===== config.mk =====
export PLATFORM = sky130hd
export DESIGN_NAME = sr04_ranger
export DESIGN_NICKNAME = d
export VERILOG_FILES = /design/src/rtl/sr04_ranger.sv
export SDC_FILE = /design/constraint.sdc
export NUM_CORES = 1
export LEC_CHECK = 0
export ABC_AREA = 1
export CAP_MARGIN = 40
export CORE_MARGIN = 2
export CORE_UTILIZATION = 46
export CTS_CLUSTER_SIZE = 16
export DETAILED_ROUTE_END_ITERATION = 7
export HOLD_SLACK_MARGIN = 0.08
export PLACE_DENSITY_LB_ADDON = 0.15
export SLEW_MARGIN = 20
export SYNTH_ARGS = -nofsm -noshare
export SYNTH_HDL_FRONTEND = slang
export SYNTH_SLANG_ARGS = --single-unit

===== constraint.sdc =====
create_clock -name clk_1m -period 4.7 [get_ports clk_1m]
set_input_delay 1.41 -clock clk_1m [delete_from_list [all_inputs] [get_ports clk_1m]]
set_output_delay 1.41 -clock clk_1m [all_outputs]
set_load 0.02 [all_outputs]

===== src/rtl/sr04_ranger.sv =====
// HC-SR04 ultrasonic ranger: fires a trigger pulse, times the echo on the 1 MHz clock,
// converts the width to centimetres by repeated subtraction and enforces a minimum trigger period.
module sr04_ranger #(
  parameter int TRIG_US     = 10,
  parameter int WAIT_US     = 30000,
  parameter int ECHO_MAX_US = 38000,
  parameter int PERIOD_US   = 60000
) (
  input  logic        clk_1m,
  input  logic        rst_n,
  input  logic        start,
  input  logic        auto_en,
  input  logic        s1_echo,
  output logic        s1_trig,
  output logic [15:0] echo_us,
  output logic [9:0]  dist_cm,
  output logic        dist_vld,
  output logic        err_to,
  output logic        busy
);

  localparam int MAX_A = (TRIG_US > WAIT_US) ? TRIG_US : WAIT_US;
  localparam int MAX_C = (MAX_A > ECHO_MAX_US) ? MAX_A : ECHO_MAX_US;
  localparam int CW    = $clog2(MAX_C + 2);
  localparam int PW    = $clog2(PERIOD_US + 2);
  localparam logic [15:0] DIVISOR = 16'd58;
  localparam logic [9:0]  QMAX    = 10'd1023;

  typedef enum logic [2:0] {IDLE, TRIG, WAIT_RISE, MEAS, DIV, HOLD} state_t;

  state_t state, state_nxt;

  logic          echo_s1, echo_s2, echo_d;
  logic [CW-1:0] cnt;
  logic [PW-1:0] per_cnt;
  logic [15:0]   rem;
  logic [9:0]    quo;

  logic echo_rise, trig_done, wait_fail, meas_fail, meas_end, div_done, hold_done;

  // The rise detector tracks the echo continuously, so a level already high on WAIT_RISE entry is not a rise.
  assign echo_rise = echo_s2 & ~echo_d;
  assign trig_done = (state == TRIG) && (cnt == CW'(TRIG_US - 1));
  assign wait_fail = (state == WAIT_RISE) && !echo_rise && (cnt == CW'(WAIT_US - 1));
  assign meas_fail = (state == MEAS) && (cnt >= CW'(ECHO_MAX_US));
  assign meas_end  = (state == MEAS) && !meas_fail && !echo_s2;
  assign div_done  = (state == DIV) && (rem < DIVISOR);
  assign hold_done = (state == HOLD) && (per_cnt >= PW'(PERIOD_US - 1));

  always_ff @(posedge clk_1m) begin
    if (!rst_n) state <= IDLE;
    else        state <= state_nxt;
  end

  always_comb begin
    state_nxt = state;
    unique case (state)
      IDLE:      if (start || auto_en) state_nxt = TRIG;
      TRIG:      if (trig_done) state_nxt = WAIT_RISE;
      WAIT_RISE: begin
        if (echo_rise)      state_nxt = MEAS;
        else if (wait_fail) state_nxt = HOLD;
      end
      MEAS: begin
        if (meas_fail)     state_nxt = HOLD;
        else if (meas_end) state_nxt = DIV;
      end
      DIV:       if (div_done) state_nxt = HOLD;
      HOLD:      if (hold_done) state_nxt = IDLE;
      default:   state_nxt = IDLE;
    endcase
  end

  always_comb begin
    s1_trig = (state == TRIG);
    busy    = (state != IDLE);
  end

  // The rise cycle itself is counted, hence the width counter restarts at 1.
  always_ff @(posedge clk_1m) begin
    if (!rst_n) begin
      echo_s1  <= 1'b0;
      echo_s2  <= 1'b0;
      echo_d   <= 1'b0;
      cnt      <= '0;
      per_cnt  <= '0;
      rem      <= '0;
      quo      <= '0;
      echo_us  <= '0;
      dist_cm  <= '0;
      dist_vld <= 1'b0;
      err_to   <= 1'b0;
    end else begin
      echo_s1  <= s1_echo;
      echo_s2  <= echo_s1;
      echo_d   <= echo_s2;
      dist_vld <= 1'b0;

      if (state == IDLE)                 per_cnt <= '0;
      else if (per_cnt < PW'(PERIOD_US)) per_cnt <= per_cnt + PW'(1);

      case (state)
        IDLE:      cnt <= '0;
        TRIG:      cnt <= trig_done ? '0 : cnt + CW'(1);
        WAIT_RISE: cnt <= echo_rise ? CW'(1) : cnt + CW'(1);
        MEAS:      if (echo_s2 && !meas_fail) cnt <= cnt + CW'(1);
        default:   ;
      endcase

      if (meas_end) begin
        echo_us <= 16'(cnt);
        rem     <= 16'(cnt);
        quo     <= '0;
      end

      if ((state == DIV) && !div_done) begin
        rem <= rem - DIVISOR;
        if (quo != QMAX) quo <= quo + 10'd1;
      end

      if (div_done) begin
        dist_vld <= 1'b1;
        err_to   <= 1'b0;
        dist_cm  <= quo;
      end

      if (wait_fail || meas_fail) begin
        dist_vld <= 1'b1;
        err_to   <= 1'b1;
        dist_cm  <= QMAX;
        echo_us  <= 16'(cnt);
      end
    end
  end

endmodule


Yosys cells after proc, flatten, opt, wreduce, memory -nomap -nowiden
Cells that the tools add are included.

Flip-flop bits (word level): 92. Bits of input ports: 5. Output and inout bits: 30. Logic and storage cells: 88.

Add/subtract/negate cells: 4. Magnitude comparators: 4. Eq/ne operators: 15. Multiplexer cells: 25. Bitwise operators: 3. Reduce and logical (&&, ||, !) cells: 25.

Operators with widths (number): $mux W16 (6); $pmux W16 S4 (1); $mux W10 (5); $add A16 B1 Y16 const B (2); $ge A16 B16 Y1 const B (2); $mux W3 (8); $pmux W3 S6 (1); $eq A16 B15 Y1 const B (1); $eq A16 B4 Y1 const B (1); $lt A16 B16 Y1 const B (1); $lt A16 B6 Y1 const B (1); $sub A16 B6 Y16 const B (1); $add A10 B1 Y10 const B (1); $logic_and A1 B1 Y1 (10); $ne A10 B10 Y1 const B (1); $eq A3 B2 Y1 const B (2); $eq A3 B3 Y1 const B (2); $ne A2 B2 Y1 const B (3); $ne A3 B3 Y1 const B (2); $reduce_and A6 Y1 (1); $reduce_bool A2 Y1 (3); $logic_not A1 Y1 (4); $mux W1 (4); $ne A2 B1 Y1 const B (2); other kinds (9) (11).

Logic depth before layout (Yosys ltp)
Word-level depth: 8. Gate-level depth with buffers: 13. Mapped depth without buffers: 12.

Worst setup path before layout
No wires, ideal clock.

Path kind: reg-to-output. From: register state[0]. To: output port busy. Arrival time: 0.884 ns. Setup slack: 2.406 ns. Stages on the path, launching flop included: 5. Path buffers: 0. Cell sequence: dfxtp_1 -> nor2_1 -> inv_2 -> nor2_1 -> inv_1.

Word-level cells in the longest chain between the ends: 1.

RTL lines: start: declaration (line 31) `state_t state, state_nxt;`; start signal: assignment (line 52) `else state <= state_nxt;`; $reduce_bool A3 Y1 (line 76) `busy = (state != IDLE);`; end: declaration (line 19) `output logic busy`.

Every way passes these cells.

Worst setup path after layout
Ends and elaborated chain as after synthesis.

==> results.json <==
{
  "min-delay-path-class": "reg2reg",
  "crit_required_ns": 3.29,
  "yosys_warnings": 0,
  "setup_violations": 0,
  "cts_root_buf": "clkbuf_8",
  "grt_max_degree": 46,
  "fp.coreArea_um2": 10700,
  "r2r_slack_ns": 2.53,
  "ys_seq_area_share_pct": 36.3,
  "dieArea_um2": 11800,
  "postCtsSetupRepairBufs": 0,
  "met2_usage_pct": 34.2,
  "start_util_pct": 46.7,
  "vias": 4736,
  "drt_first_pass_iters": 5,
  "synth_area_um2": 5010,
  "cts_tree": "yes",
  "cts_buffers": 9,
  "rr_startpoint": "cnt[8]",
  "tightest_slew_ns": 0.624,
  "max-vdd-ir-drop_mv": 0.177,
  "netlist_instances": 736,
  "r2r-end": "rem[10]",
  "power_density_nw_per_um2": 323,
  "via_per_inst": 5.21,
  "design_area_um2": 5630,
  "io-pin-count": 35,
  "initialDrtViolationCount": 220,
  "yosysUniqueCellTypes": 45,
  "busiest_layer": "met2",
  "die-height_um": 108,
  "clk_pin_slew_ns": 0.09,
  "crit_path_end": "busy",
  "critPathCaptureType": "output pin",
  "fmax_mhz": 300,
  "final_common_cell": "nand2_1",
  "netlist.area_leader.share_pct": 36.3,
  "htree_levels": 3,
  "finalCriticalPeriod_ns": 3.33,
  "leakage_nw": 2.23,
  "slew_headroom_pct": 58.3,
  "skew_ns": 0.00823,
  "drive_gt1_share_pct": 10.3,
  "worstHoldPathCells": 2,
  "port_buffers": 34,
  "drc": 0,
  "rows": 38,
  "dpl-instance-area_um2": 5430,
  "crit_arrival_ns": 1.92,
  "syn_to_final_growth_pct": 12.3,
  "synth_area_leaders": "dfxtp_1, nand2_1, nor2_1, a21oi_1, nand3_1",
  "ant_nets": 0,
  "ys_ff_latch": 91,
  "grtUsageMet1_pct": 28.6,
  "syn_nets": 747,
  "routedWlPerCell_um": 12.9,
  "syn_avg_cell_area_um2": 6.81,
  "routed_wl_um": 11700,
  "slew_violations": 0,
  "gp_congestion": 0.863,
  "drv_cap": 0,
  "crit_type": "reg2out",
  "cp-start-kind": "flip-flop",
  "cp_max_fo": 7,
  "status": "complete, no violations",
  "clock-sinks": 91,
  "layout_common_cells": "nand2_1, dfxtp_1, nor2_1, inv_1",
  "grtUsageTotal_pct": 21.0,
  "diodes": 0,
  "gr-total-overflow": 0,
  "grt_pass1_wl_um": 19900,
  "reg2reg_depth": 10,
  "clockBufferDepth": 2,
  "yosysTopAreaCell": "dfxtp_1",
  "hold_violations": 0,
  "ctsResizeCount": 0,
  "totalNegativeSetupSlack_ns": 0,
  "clk_latency_ns": 0.36,
  "place.detailed.hpwl_um": 8370,
  "ctsHoldBuffers": 0,
  "fin_crit_sh_pct": 70.9,
  "die_width_um": 108,
  "grt_pass1_vias": 4332,
  "grt_use_met3_pct": 2.77,
  "final_nets": 775,
  "startpoint": "state[0]",
  "grt_setup_unrepaired": "false",
  "antenna_found_initial": 0
}
-- metal layers --
metal	vias to the layer above	part of all wire [%]
li1	2446	-
met1	2179	49
met2	101	46
met3	10	3.7
met4	0	1.1
met5	-	0
-- synth_stat cells, drive strengths merged --
library cell,instances
nor3b,3
dfxtp,91
o21ai,32
a21oi,77
a31oi,1
nand4,17
nand3,70
buf,13
clkbuf,6
and3,2
xnor2,4
o21bai,3
a211oi,1
nand3b,2
nor3,12
or2,8
o21a,1
xor2,8
ha,6
nand2,185
inv,91
nor2,97
o22ai,3
o211ai,2
a21boi,1
-- worst min path at each step --
stage	startpoint	endpoint	slack, ns
floorplan	echo_s1	echo_s2	0.39
finish	echo_s1	echo_s2	0.43
global placement	echo_s1	echo_s2	0.41
detailed placement	echo_s1	echo_s2	0.41
CTS	echo_s1	echo_s2	0.43
global route	echo_s1	echo_s2	0.46
-- area by class of cell --
| class | instances | area, µm² |
|---|---|---|
| clock inverter | 5 | 61.3 |
| tap | 140 | 175 |
| clock buffer | 11 | 141 |
| fill | 1115 | 5110 |
| timing repair buffer | 36 | 355 |
| sequential | 91 | 1820 |
| multi-input combinational | 535 | 2720 |
| inverter | 91 | 352 |
-- power breakdown --
part | leakage [nW] | internal (W) | switching, W
combinational | 1.40 | 0.000129 | 0.000308
clock | 0.0922 | 0.000263 | 0.000288
sequential | 0.734 | 0.000795 | 0.0000348
-- metrics by stage --
step / power [W] / hold slack (ns) / instances / utilization [%] / worst slack (ns)
after floorplan: 0.00118 / 0.390 / 736 / - / 2.41
after global placement: 0.00128 / 0.412 / 893 / 50.5 / 1.72
after detailed placement: 0.00128 / 0.411 / 893 / 50.5 / 1.71
after CTS: 0.00183 / 0.432 / 909 / 52.4 / 1.37
after global routing: 0.00192 / 0.460 / 909 / 52.4 / 1.26
final: 0.00182 / 0.429 / 909 / 52.4 / 1.37
-- worst max-delay path, cell delays in order (launching register included) --
cell	delay [ns]
dfxtp_1	0.39
nor2_1	0.21
inv_2	0.08
nor2_1	0.25
inv_1	0.09
clkdlybuf4s50_1	0.54
-- flip-flops by register name (all words and copies together) (netlist names), 3 cells and up --
register	count
rem	15
quo	10
state	3
echo_us	16
dist_cm	10
cnt	16
per_cnt	16
-- kinds of logic (layout without fill, tap and decap cells) --
group	after synthesis	after routing	share of synthesized area [%]
XOR/XNOR	12	12	2.10
buffers and inverters	110	143	9.36
AND/OR/NAND/NOR	396	396	37.0
adder cells (fa/ha/maj)	6	6	1.50
flip-flops	91	91	36.3
AO/OA/AOI/OAI	121	121	13.7
Note: power is estimated with default switching activity, not from simulation.
